$ cat config.mk
export PLATFORM = sky130hd
export DESIGN_NAME = dspl_scan_ctrl_flat
export DESIGN_NICKNAME = d
export VERILOG_FILES = /design/src/rtl/dspl_pkg.sv /design/src/rtl/dspl_scan_ctrl_if.sv /design/src/rtl/hex7seg.sv /design/src/rtl/dspl_scan_ctrl.sv /design/src/flat_wrapper.sv
export SDC_FILE = /design/constraint.sdc
export NUM_CORES = 1
export LEC_CHECK = 0
export ABC_AREA = 1
export BUFFER_PORTS_ARGS = -buffer_cell sky130_fd_sc_hd__buf_4
export CAP_MARGIN = 20
export CORE_UTILIZATION = 45
export DETAILED_ROUTE_END_ITERATION = 6
export PLACE_DENSITY_LB_ADDON = 0.12
export SYNTH_ARGS = -nofsm -noshare
export SYNTH_HDL_FRONTEND = slang
export SYNTH_SLANG_ARGS = --single-unit
$ cat constraint.sdc
create_clock -name clock -period 5.5 [get_ports clock]
set_input_delay 0.825 -clock clock [delete_from_list [all_inputs] [get_ports clock]]
set_output_delay 0.825 -clock clock [all_outputs]
set_load 0.01 [all_outputs]
$ cat src/rtl/dspl_pkg.sv
// rtl/dspl_pkg.sv - shared digit-word layout and seven-segment glyph table
// Digit word is {en, val[3:0], dp}; glyphs are active-high abcdefg with a at bit 6.
package dspl_pkg;

    localparam int DIGIT_W = 6;
    localparam int EN_BIT  = 5;
    localparam int VAL_MSB = 4;
    localparam int VAL_LSB = 1;
    localparam int DP_BIT  = 0;

    localparam logic [6:0] SEG_GLYPH [16] = '{
        7'h7E, 7'h30, 7'h6D, 7'h79, 7'h33, 7'h5B, 7'h5F, 7'h70,
        7'h7F, 7'h7B, 7'h77, 7'h1F, 7'h4E, 7'h3D, 7'h4F, 7'h47
    };

endpackage

$ cat src/rtl/dspl_scan_ctrl_if.sv
// rtl/dspl_scan_ctrl_if.sv - display scan controller host/display bundle
// master: drives digits, blink_mask, load, brightness; observes an, dec_cat, frame_done.
// slave : the scan controller side of the same signals.
interface dspl_scan_ctrl_if #(
    parameter int N_DIGITS = 8
);
    logic [dspl_pkg::DIGIT_W*N_DIGITS-1:0] digits;
    logic [N_DIGITS-1:0]                   blink_mask;
    logic                                  load;
    logic [3:0]                            brightness;
    logic [N_DIGITS-1:0]                   an;
    logic [7:0]                            dec_cat;
    logic                                  frame_done;

    modport master (
        output digits, blink_mask, load, brightness,
        input  an, dec_cat, frame_done
    );

    modport slave (
        input  digits, blink_mask, load, brightness,
        output an, dec_cat, frame_done
    );
endinterface

$ cat src/rtl/hex7seg.sv
// rtl/hex7seg.sv - combinational hex to active-low seven-segment decoder
// val   : 4-bit hex value
// seg_n : segments a..g (bit 6 = a), active-low
module hex7seg
    import dspl_pkg::*;
(
    input  logic [3:0] val,
    output logic [6:0] seg_n
);
    assign seg_n = ~SEG_GLYPH[val];
endmodule

$ cat src/rtl/dspl_scan_ctrl.sv
// rtl/dspl_scan_ctrl.sv - multiplexed seven-segment scan controller with double buffer, blink and PWM
// clock/reset : system clock, synchronous active-high reset
// bus         : digits/blink_mask/load/brightness in; an/dec_cat/frame_done out
module dspl_scan_ctrl
    import dspl_pkg::*;
#(
    parameter int N_DIGITS     = 8,
    parameter int REFRESH_LOG2 = 17,
    parameter int BLINK_LOG2   = 5
) (
    input  logic              clock,
    input  logic              reset,
    dspl_scan_ctrl_if.slave   bus
);
    localparam int IDX_W = (N_DIGITS > 1) ? $clog2(N_DIGITS) : 1;
    localparam int BUF_W = DIGIT_W * N_DIGITS;

    logic [REFRESH_LOG2-1:0] tick;
    logic [IDX_W-1:0]        idx;
    logic [BLINK_LOG2-1:0]   frame_cnt;
    logic                    pending;
    logic [BUF_W-1:0]        stage_digits;
    logic [BUF_W-1:0]        act_digits;
    logic [N_DIGITS-1:0]     stage_blink;
    logic [N_DIGITS-1:0]     act_blink;

    logic [N_DIGITS-1:0]     an_q;
    logic [7:0]              dec_q;
    logic                    frame_done_q;

    logic                    slot_end;
    logic                    wrap;
    logic [DIGIT_W-1:0]      cur_word;
    logic                    bright_ok;
    logic                    lit;
    logic [6:0]              seg_n;
    logic [N_DIGITS-1:0]     an_next;
    logic [7:0]              dec_next;

    assign slot_end = &tick;
    assign wrap     = slot_end && (idx == IDX_W'(N_DIGITS - 1));

    assign cur_word  = act_digits[int'(idx)*DIGIT_W +: DIGIT_W];
    // PWM compares the top four tick bits against the level, so 0 still gives 1/16 duty.
    assign bright_ok = tick[REFRESH_LOG2-1 -: 4] <= bus.brightness;
    assign lit       = cur_word[EN_BIT]
                       && !(act_blink[idx] && frame_cnt[BLINK_LOG2-1])
                       && bright_ok;

    hex7seg u_hex7seg (
        .val   (cur_word[VAL_MSB:VAL_LSB]),
        .seg_n (seg_n)
    );

    // Glyph and anode are computed from the same index and registered together.
    assign an_next  = lit ? ~(N_DIGITS'(1) << idx) : '1;
    assign dec_next = lit ? {seg_n, ~cur_word[DP_BIT]} : 8'hFF;

    always_ff @(posedge clock) begin
        if (reset) begin
            tick         <= '0;
            idx          <= '0;
            frame_cnt    <= '0;
            pending      <= 1'b0;
            stage_digits <= '0;
            act_digits   <= '0;
            stage_blink  <= '0;
            act_blink    <= '0;
            an_q         <= '1;
            dec_q        <= 8'hFF;
            frame_done_q <= 1'b0;
        end else begin
            tick <= tick + 1'b1;
            if (slot_end) begin
                idx <= wrap ? '0 : idx + 1'b1;
            end
            if (wrap) begin
                frame_cnt <= frame_cnt + 1'b1;
            end
            frame_done_q <= wrap;

            // A load on the wrap cycle bypasses staging so it shows in the frame that starts now.
            if (wrap && bus.load) begin
                act_digits <= bus.digits;
                act_blink  <= bus.blink_mask;
                pending    <= 1'b0;
            end else if (wrap && pending) begin
                act_digits <= stage_digits;
                act_blink  <= stage_blink;
                pending    <= 1'b0;
            end else if (bus.load) begin
                stage_digits <= bus.digits;
                stage_blink  <= bus.blink_mask;
                pending      <= 1'b1;
            end

            an_q  <= an_next;
            dec_q <= dec_next;
        end
    end

    assign bus.an         = an_q;
    assign bus.dec_cat    = dec_q;
    assign bus.frame_done = frame_done_q;
endmodule

$ cat src/flat_wrapper.sv
// flat-port wrapper written by rule: the top's interface ports become plain ports
module dspl_scan_ctrl_flat import dspl_pkg::*;
#(
    parameter int N_DIGITS     = 8,
    parameter int REFRESH_LOG2 = 17,
    parameter int BLINK_LOG2   = 5
)
  (clock, reset, bus_digits, bus_blink_mask, bus_load, bus_brightness, bus_an, bus_dec_cat, bus_frame_done);
  dspl_scan_ctrl_if #(.N_DIGITS(N_DIGITS)) bus_i ();
  input  logic clock;
  input  logic reset;
  input wire logic [$bits(bus_i.digits)-1:0] bus_digits;
  input wire logic [$bits(bus_i.blink_mask)-1:0] bus_blink_mask;
  input wire logic [$bits(bus_i.load)-1:0] bus_load;
  input wire logic [$bits(bus_i.brightness)-1:0] bus_brightness;
  output wire logic [$bits(bus_i.an)-1:0] bus_an;
  output wire logic [$bits(bus_i.dec_cat)-1:0] bus_dec_cat;
  output wire logic [$bits(bus_i.frame_done)-1:0] bus_frame_done;
  assign bus_i.digits = bus_digits;
  assign bus_i.blink_mask = bus_blink_mask;
  assign bus_i.load = bus_load;
  assign bus_i.brightness = bus_brightness;
  assign bus_an = bus_i.an;
  assign bus_dec_cat = bus_i.dec_cat;
  assign bus_frame_done = bus_i.frame_done;
  dspl_scan_ctrl #(.N_DIGITS(N_DIGITS), .REFRESH_LOG2(REFRESH_LOG2), .BLINK_LOG2(BLINK_LOG2)) u_core (.clock(clock), .reset(reset), .bus(bus_i));
endmodule
==> results of run 1 <==
logic make-up after synthesis:
| group | synth area share, % |
|---|---|
| compound gates | 23.64 |
| xor+xnor | 0.1239 |
| fa+ha+maj | 3.362 |
| buf+inv | 11.36 |
| flops | 43.89 |
| simple gates | 17.63 |
flip-flops by register name (all words and copies together) (netlist names):
| signal | flops |
|---|---|
| u_core.act_digits | 48 |
| u_core.stage_digits | 48 |
| u_core.tick | 17 |
| u_core.act_blink | 8 |
| u_core.bus.an | 8 |
| u_core.bus.dec_cat | 8 |
| u_core.stage_blink | 8 |
| u_core.frame_cnt | 5 |
| u_core.idx | 3 |
| u_core.bus.frame_done | 1 |
| u_core.pending | 1 |
through the flow:
stage          setup WS [ns]  hold WS [ns]  cell area, um2
5_1_grt                1.545        0.4751            8265
3_3_place_gp           2.075        0.4317            7642
4_1_cts                1.969        0.4495            8238
3_5_place_dp           1.991        0.4360            7642
6_report               1.952        0.4511            8265
2_1_floorplan          3.145        0.4179            7071
layout by cell type, fill, tap and decap left out, drive strengths merged:
cell type  instances
clkbuf            21
nand4              2
nand3             52
nor3b              2
nor2              52
nor3               4
xnor2              1
inv              121
a32o               2
ha                19
buf               86
a211oi             1
o21ai            126
a31oi              2
clkinvlp           6
clkinv             4
a21oi            185
dfxtp            155
nand3b             2
bufinv             3
nand2            180
worst reg2reg max path: stages, from the launching register on:
cell and delay, ns:
dfxtp_1 0.35, ha_1 0.19, nand3_1 0.11, nor2_1 0.11
nand2_1 0.08, nor2_2 0.18, nand3_1 0.14, nor3b_1 0.21
ha_1 0.28, nand2_2 0.15, nor2_2 0.15, clkinv_2 0.42
buf_4 0.55, a21oi_1 0.28, o21ai_0 0.12, a21oi_1 0.16
final cells by class:
class,instances,share of cell area (%)
Clock buffer,21,5.450
Clock inverter,11,1.756
Inverter,123,5.631
Multi-Input combinational cell,630,38.37
Sequential cell,155,37.54
Tap cell,211,3.194
Timing Repair Buffer,86,8.053
layer usage:
metal	routed length, um	track usage, %	vias up
met5	0	0	-
met4	257	8.403	0
met3	675	4.146	18
met2	7134	32.34	108
met1	7935	29.26	2694
li1	-	-	3253
final timing paths:
path	from	end	slack (ns)	depth (start not counted)
setup / recovery	u_core.tick[0]$_SDFF_PP0_	u_core.act_digits[32]$_SDFFE_PP0P_	1.95	15
hold / removal	u_core.tick[0]$_SDFF_PP0_	u_core.tick[0]$_SDFF_PP0_	0.45	1
setup reg to reg	u_core.tick[0]$_SDFF_PP0_	u_core.act_digits[32]$_SDFFE_PP0P_	1.95	15
hold reg to reg	u_core.tick[0]$_SDFF_PP0_	u_core.tick[0]$_SDFF_PP0_	0.45	1
power by group through the flow:
stage,Combinational [W],Sequential (W),Clock (W)
floorplan,0.0000690,0.00119,0
global placement,0.000124,0.00119,0
detailed placement,0.000125,0.00119,0
CTS,0.000125,0.00116,0.00121
global route,0.000145,0.00117,0.00126
finish,0.000126,0.00116,0.00118
==> out/qor.txt, run 1 <==
Slew Limit Fails: 0
Drt total wl: 16,000 um
GRT Overall Usage: 21.14%
CP required: 5.85 ns
Die Wd: 127.4 um
I/O pin count: 80
First-pass GRT wire length: 26,820 um
H-tree levels: 4
Fmax: 281.9 MHz
Crit-path slowest cell: buf_4
Setup Skew: 0.009495 ns
Sequential Power Share: 47.0%
Hold crit path type: reg -> reg
Startpoint types: flop
Clock share of power: 47.9%
Number of synthesized flops with an enable pin: 0
Synth cell types: 31
Rel. slew slack: 41.77%
1st-pass router iterations: 5
Antenna cells: 0
Num CTS Buffers: 17
Post-synth top area share: 43.89%
CP arrival: 3.90 ns
Fin util: 54.17%
Total number of vias: 6,073
Sum of buffers and inverters on the critical path: 2
Clock transition at path regs: 0.06 ns
Final std cells w/o fill: 1,237
Clk_lat worst skew: 0.43 ns
Setup TNS: 0 ns
Sw frac: 21.98%
Syn avg cell area: 7.304 um2
Clock Path Buffers: 2
Pwr per Cell Area: 299.3 mW/mm2
Pwr Total: 0.002474 W
Post-CTS sizing: 0
Fin nets: 1,095
ANT nets after route: 0
Die span in y: 127.4 um
IO Port Bufs: 79
Pint: 0.001930 W
FF+latch count, synth: 155
Syn nets: 1,050
Switching pwr: 0.0005438 W
# Post-CTS Setup Buffers: 0
Combinational share of power: 5.1%
DRC violations left: 0
Max Cap Viol: 0
RSZ-0062 raised after global routing: no
Multi-input gate area: 0.003172 mm2
Drt first-iter violations: 364
Mapped Cells: 968
Starting density of the core: 46.34%
Clock sink count: 155
Top-count cell post-synth: nand2_1
Main area contributors after synthesis: dfxtp_1 (44%), a21oi_1 (12%), nand2_1 (9.3%)
Core Rows: 45
Yosys warning total: 0
Final Hold Fails: 0
Layout cells sized above 1: 15.69%
Die area: 0.01622 mm2
Crit-path cells: ha_1 > nand3_1 > nor2_1 > nand2_1 > nor2_2 > nand3_1 > nor3b_1 > ha_1 > nand2_2 > nor2_2 > clkinv_2 > buf_4 > a21oi_1 > o21ai_0 > a21oi_1
Core area: 0.01526 mm2
Tcrit/Tclk final: 64.50%
Antenna violations before repair: 0
Register Area: 0.003103 mm2
Max IR drop VDD: 0.2168 mV
Synth area leader: dfxtp_1
Leakage: 3.168 nW
Number of global-route vias before repair: 5,452
Worst Setup End Kind: flop
GPL Wtd Cong: 0.8005
CTS tree: built
Status: complete, no violations
Wire per inst: 12.94 um
Top cells by count, synth: nand2_1 (175), a21oi_1 (165), dfxtp_1 (155)
Final setup viols: 0
Hpwl dp: 10,260 um
Worst Tran Pin Value: 0.8734 ns
Mapped cell area: 0.007071 mm2
Max incr delay on CP: 0.55 ns
Routed vias/inst: 4.909
Fillers: 1,515
Most common flop cell mapped by yosys: dfxtp_1
Minimum clock period: 3.548 ns
Largest net degree at the start of global routing: 79
Placed cell count: 1,204
Grt total ovfl: 0
Worst setup path category: reg -> reg
Hold buffer count at cts: 0
Post-synthesis sequential area ratio: 43.89%
Critical Path Fanout Max: 74
Area grow syn2layout: 16.90%
CP delay by family, top: simple AND/OR/NAND/NOR gates
FFs w/ async S/R, synth: 0%
Clock Tree Root: clkbuf_16
Power figures use the tool's default switching activity.
==> run 2: changes to the inputs <==
Clock period 5.5 ns to 3 ns, I/O delays scaled along.
==> out/qor.txt, run 2 (same netlist as run 1, synthesis figures left out) <==
I/O pin count: 80 (unchanged)
Routed vias/inst: 4.895 (was 4.909)
Placed instance area: 0.007760 mm2 (was 0.007642 mm2)
Sequential Power Share: 47.4% (was 47.0%)
Hpwl dp: 10,750 um (was 10,260 um)
Hold-critical path depth: 3 (was 1)
Max Cap Viol: 0 (unchanged)
Met3 Usage GRT: 4.020% (was 4.146%)
Clock transition at path regs: 0.06 ns (about the same)
DRC violations left: 0 (unchanged)
Pwr per Cell Area: 538.6 mW/mm2 (was 299.3 mW/mm2)
CTS tree: built (unchanged)
Biggest regs: u_core.act_digits (48), u_core.stage_digits (48), u_core.tick (17) (unchanged)
Clock sink count: 155 (unchanged)
1st-pass router iterations: 4 (was 5)
Number of global-route vias before repair: 5,400 (was 5,452)
Total number of vias: 6,094 (was 6,073)
Fin nets: 1,103 (was 1,095)
Global routing usage on met1: 29.18% (was 29.26%)
Leakage: 3.228 nW (was 3.168 nW)
H-tree levels: 4 (unchanged)
Largest net degree at the start of global routing: 82 (was 79)
Core Rows: 45 (unchanged)
Status: complete, no violations (unchanged)
Area grow syn2layout: 18.10% (was 16.90%)
Num CTS Buffers: 17 (unchanged)
Pint: 0.003527 W (was 0.001930 W)
Startpoint types: flop (unchanged)
Tcrit/Tclk final: 88.61% (was 64.50%)
Commonest non-fill, non-tap cell in the layout: nand2_1 (unchanged)
Setup Skew: 0.007649 ns (was 0.009495 ns)
Final setup viols: 0 (unchanged)
Multi-input gate area: 0.003174 mm2 (was 0.003172 mm2)
Antenna violations before repair: 0 (unchanged)
Die area: 0.01622 mm2 (unchanged)
Global routing's busiest layer: met2 (unchanged)
GRT Overall Usage: 20.72% (was 21.14%)
Layout cells sized above 1: 16.25% (was 15.69%)
Critical Path Fanout Max: 26 (was 74)
Combinational share of power: 5.2% (was 5.1%)
Minimum clock period: 2.658 ns (was 3.548 ns)
Slew Limit Fails: 0 (unchanged)
Clk_lat worst skew: 0.42 ns (was 0.43 ns)
GPL Wtd Cong: 0.8028 (was 0.8005)
Worst setup path category: reg -> reg (unchanged)
Rel. slew slack: 48.92% (was 41.77%)
# Post-CTS Setup Buffers: 0 (unchanged)
Max IR drop VDD: 0.4234 mV (was 0.2168 mV)
Sw frac: 21.59% (was 21.98%)
Wire per inst: 12.80 um (was 12.94 um)
First-pass GRT wire length: 26,430 um (was 26,820 um)
RSZ-0062 raised after global routing: no (unchanged)
Highest-count cells in the layout ignoring fill and taps: nand2_1 (174), a21oi_1 (165), dfxtp_1 (155) (unchanged)
R2r worst-path depth: 15 (unchanged)
Pwr Total: 0.004497 W (was 0.002474 W)
Switching pwr: 0.0009708 W (was 0.0005438 W)
Drt total wl: 15,930 um (was 16,000 um)
Antenna cells: 0 (unchanged)
IO Port Bufs: 79 (unchanged)
Clock share of power: 47.4% (was 47.9%)
CP required: 3.35 ns (was 5.85 ns)
Die span in y: 127.4 um (unchanged)
Fmax: 376.2 MHz (was 281.9 MHz)
Worst Setup End Kind: flop (unchanged)
Setup TNS: 0 ns (unchanged)
Final Hold Fails: 0 (unchanged)
Global Route met2 Usage: 31.69% (was 32.34%)
Fillers: 1,520 (was 1,515)
Starting density of the core: 46.34% (unchanged)
ANT nets after route: 0 (unchanged)
Core area: 0.01526 mm2 (unchanged)
Drt first-iter violations: 364 (unchanged)
Register Area: 0.003103 mm2 (unchanged)
Hold crit path type: in -> reg (was reg -> reg)
Die Wd: 127.4 um (unchanged)
Grt total ovfl: 0 (unchanged)
Worst Tran Pin Value: 0.7662 ns (was 0.8734 ns)
CP arrival: 3.01 ns (was 3.90 ns)
Area of all placed cells without fillers: 0.008351 mm2 (was 0.008265 mm2)
Clock Path Buffers: 2 (unchanged)
Clock Tree Root: clkbuf_16 (unchanged)
[run 2: cell type report]
class                   instances  area share (%)
multi-input cells             630           38.01
flip-flops and latches        155           37.16
repair buffers                 94           9.095
clock buffers                  26           5.978
inverters                     123           5.574
well taps                     211           3.162
clock inverters                 6           1.019
[run 2: what timing repair did]
action                     in CTS  in global routing
hold buffers                    0                  0
resized for setup               0                  2
setup endpoints to repair       0                 19
[run 2: power groups by stage]
stage / sequential [W] / combinational [W] / clock, W
floorplan: 0.00217 / 0.000126 / 0
global placement: 0.00218 / 0.000235 / 0
detailed placement: 0.00218 / 0.000235 / 0
CTS: 0.00213 / 0.000236 / 0.00216
global route: 0.00214 / 0.000267 / 0.00225
finish: 0.00213 / 0.000233 / 0.00213
[run 2: final timing paths]
check                             from                                end  slack, ns
max          u_core.tick[0]$_SDFF_PP0_  u_core.act_digits[6]$_SDFFE_PP0P_       0.34
min                      bus_digits[4]  u_core.act_digits[4]$_SDFFE_PP0P_       0.31
max reg2reg  u_core.tick[0]$_SDFF_PP0_  u_core.act_digits[6]$_SDFFE_PP0P_       0.34
min reg2reg  u_core.tick[0]$_SDFF_PP0_          u_core.tick[0]$_SDFF_PP0_       0.45
[run 2: worst max-delay path: stages (launching register included)]
cell and delay (ns):
dfxtp_1 0.35, ha_1 0.19, nand3_1 0.11, nor2_1 0.10, nand2_1 0.08, nor2_2 0.10, nand3_1 0.12, nor3b_1 0.22
ha_2 0.27, nand2_2 0.13, inv_2 0.11, nand2_4 0.16, buf_4 0.29, a21oi_2 0.14, o21ai_1 0.07, a21oi_1 0.13
[run 2: per-layer routing]
| layer | part of all wire (%) | wire length [um] | vias up |
|---|---|---|---|
| li1 | - | - | 3269 |
| met1 | 51 | 8203 | 2711 |
| met2 | 44 | 7023 | 98 |
| met3 | 3.2 | 507 | 16 |
| met4 | 1.3 | 200 | 0 |
| met5 | 0 | 0 | - |
[run 2: per-stage QoR]
stage | util, % | setup WS [ns] | hold slack [ns] | cells
floorplan | - | 0.6446 | 0.4179 | 968
global placement | 50.86 | 0.3799 | 0.4331 | 1213
detailed placement | 50.86 | 0.3172 | 0.4413 | 1213
CTS | 54.69 | 0.2882 | 0.2978 | 1245
global route | 54.73 | 0.007474 | 0.3200 | 1245
finish | 54.73 | 0.3416 | 0.3101 | 1245
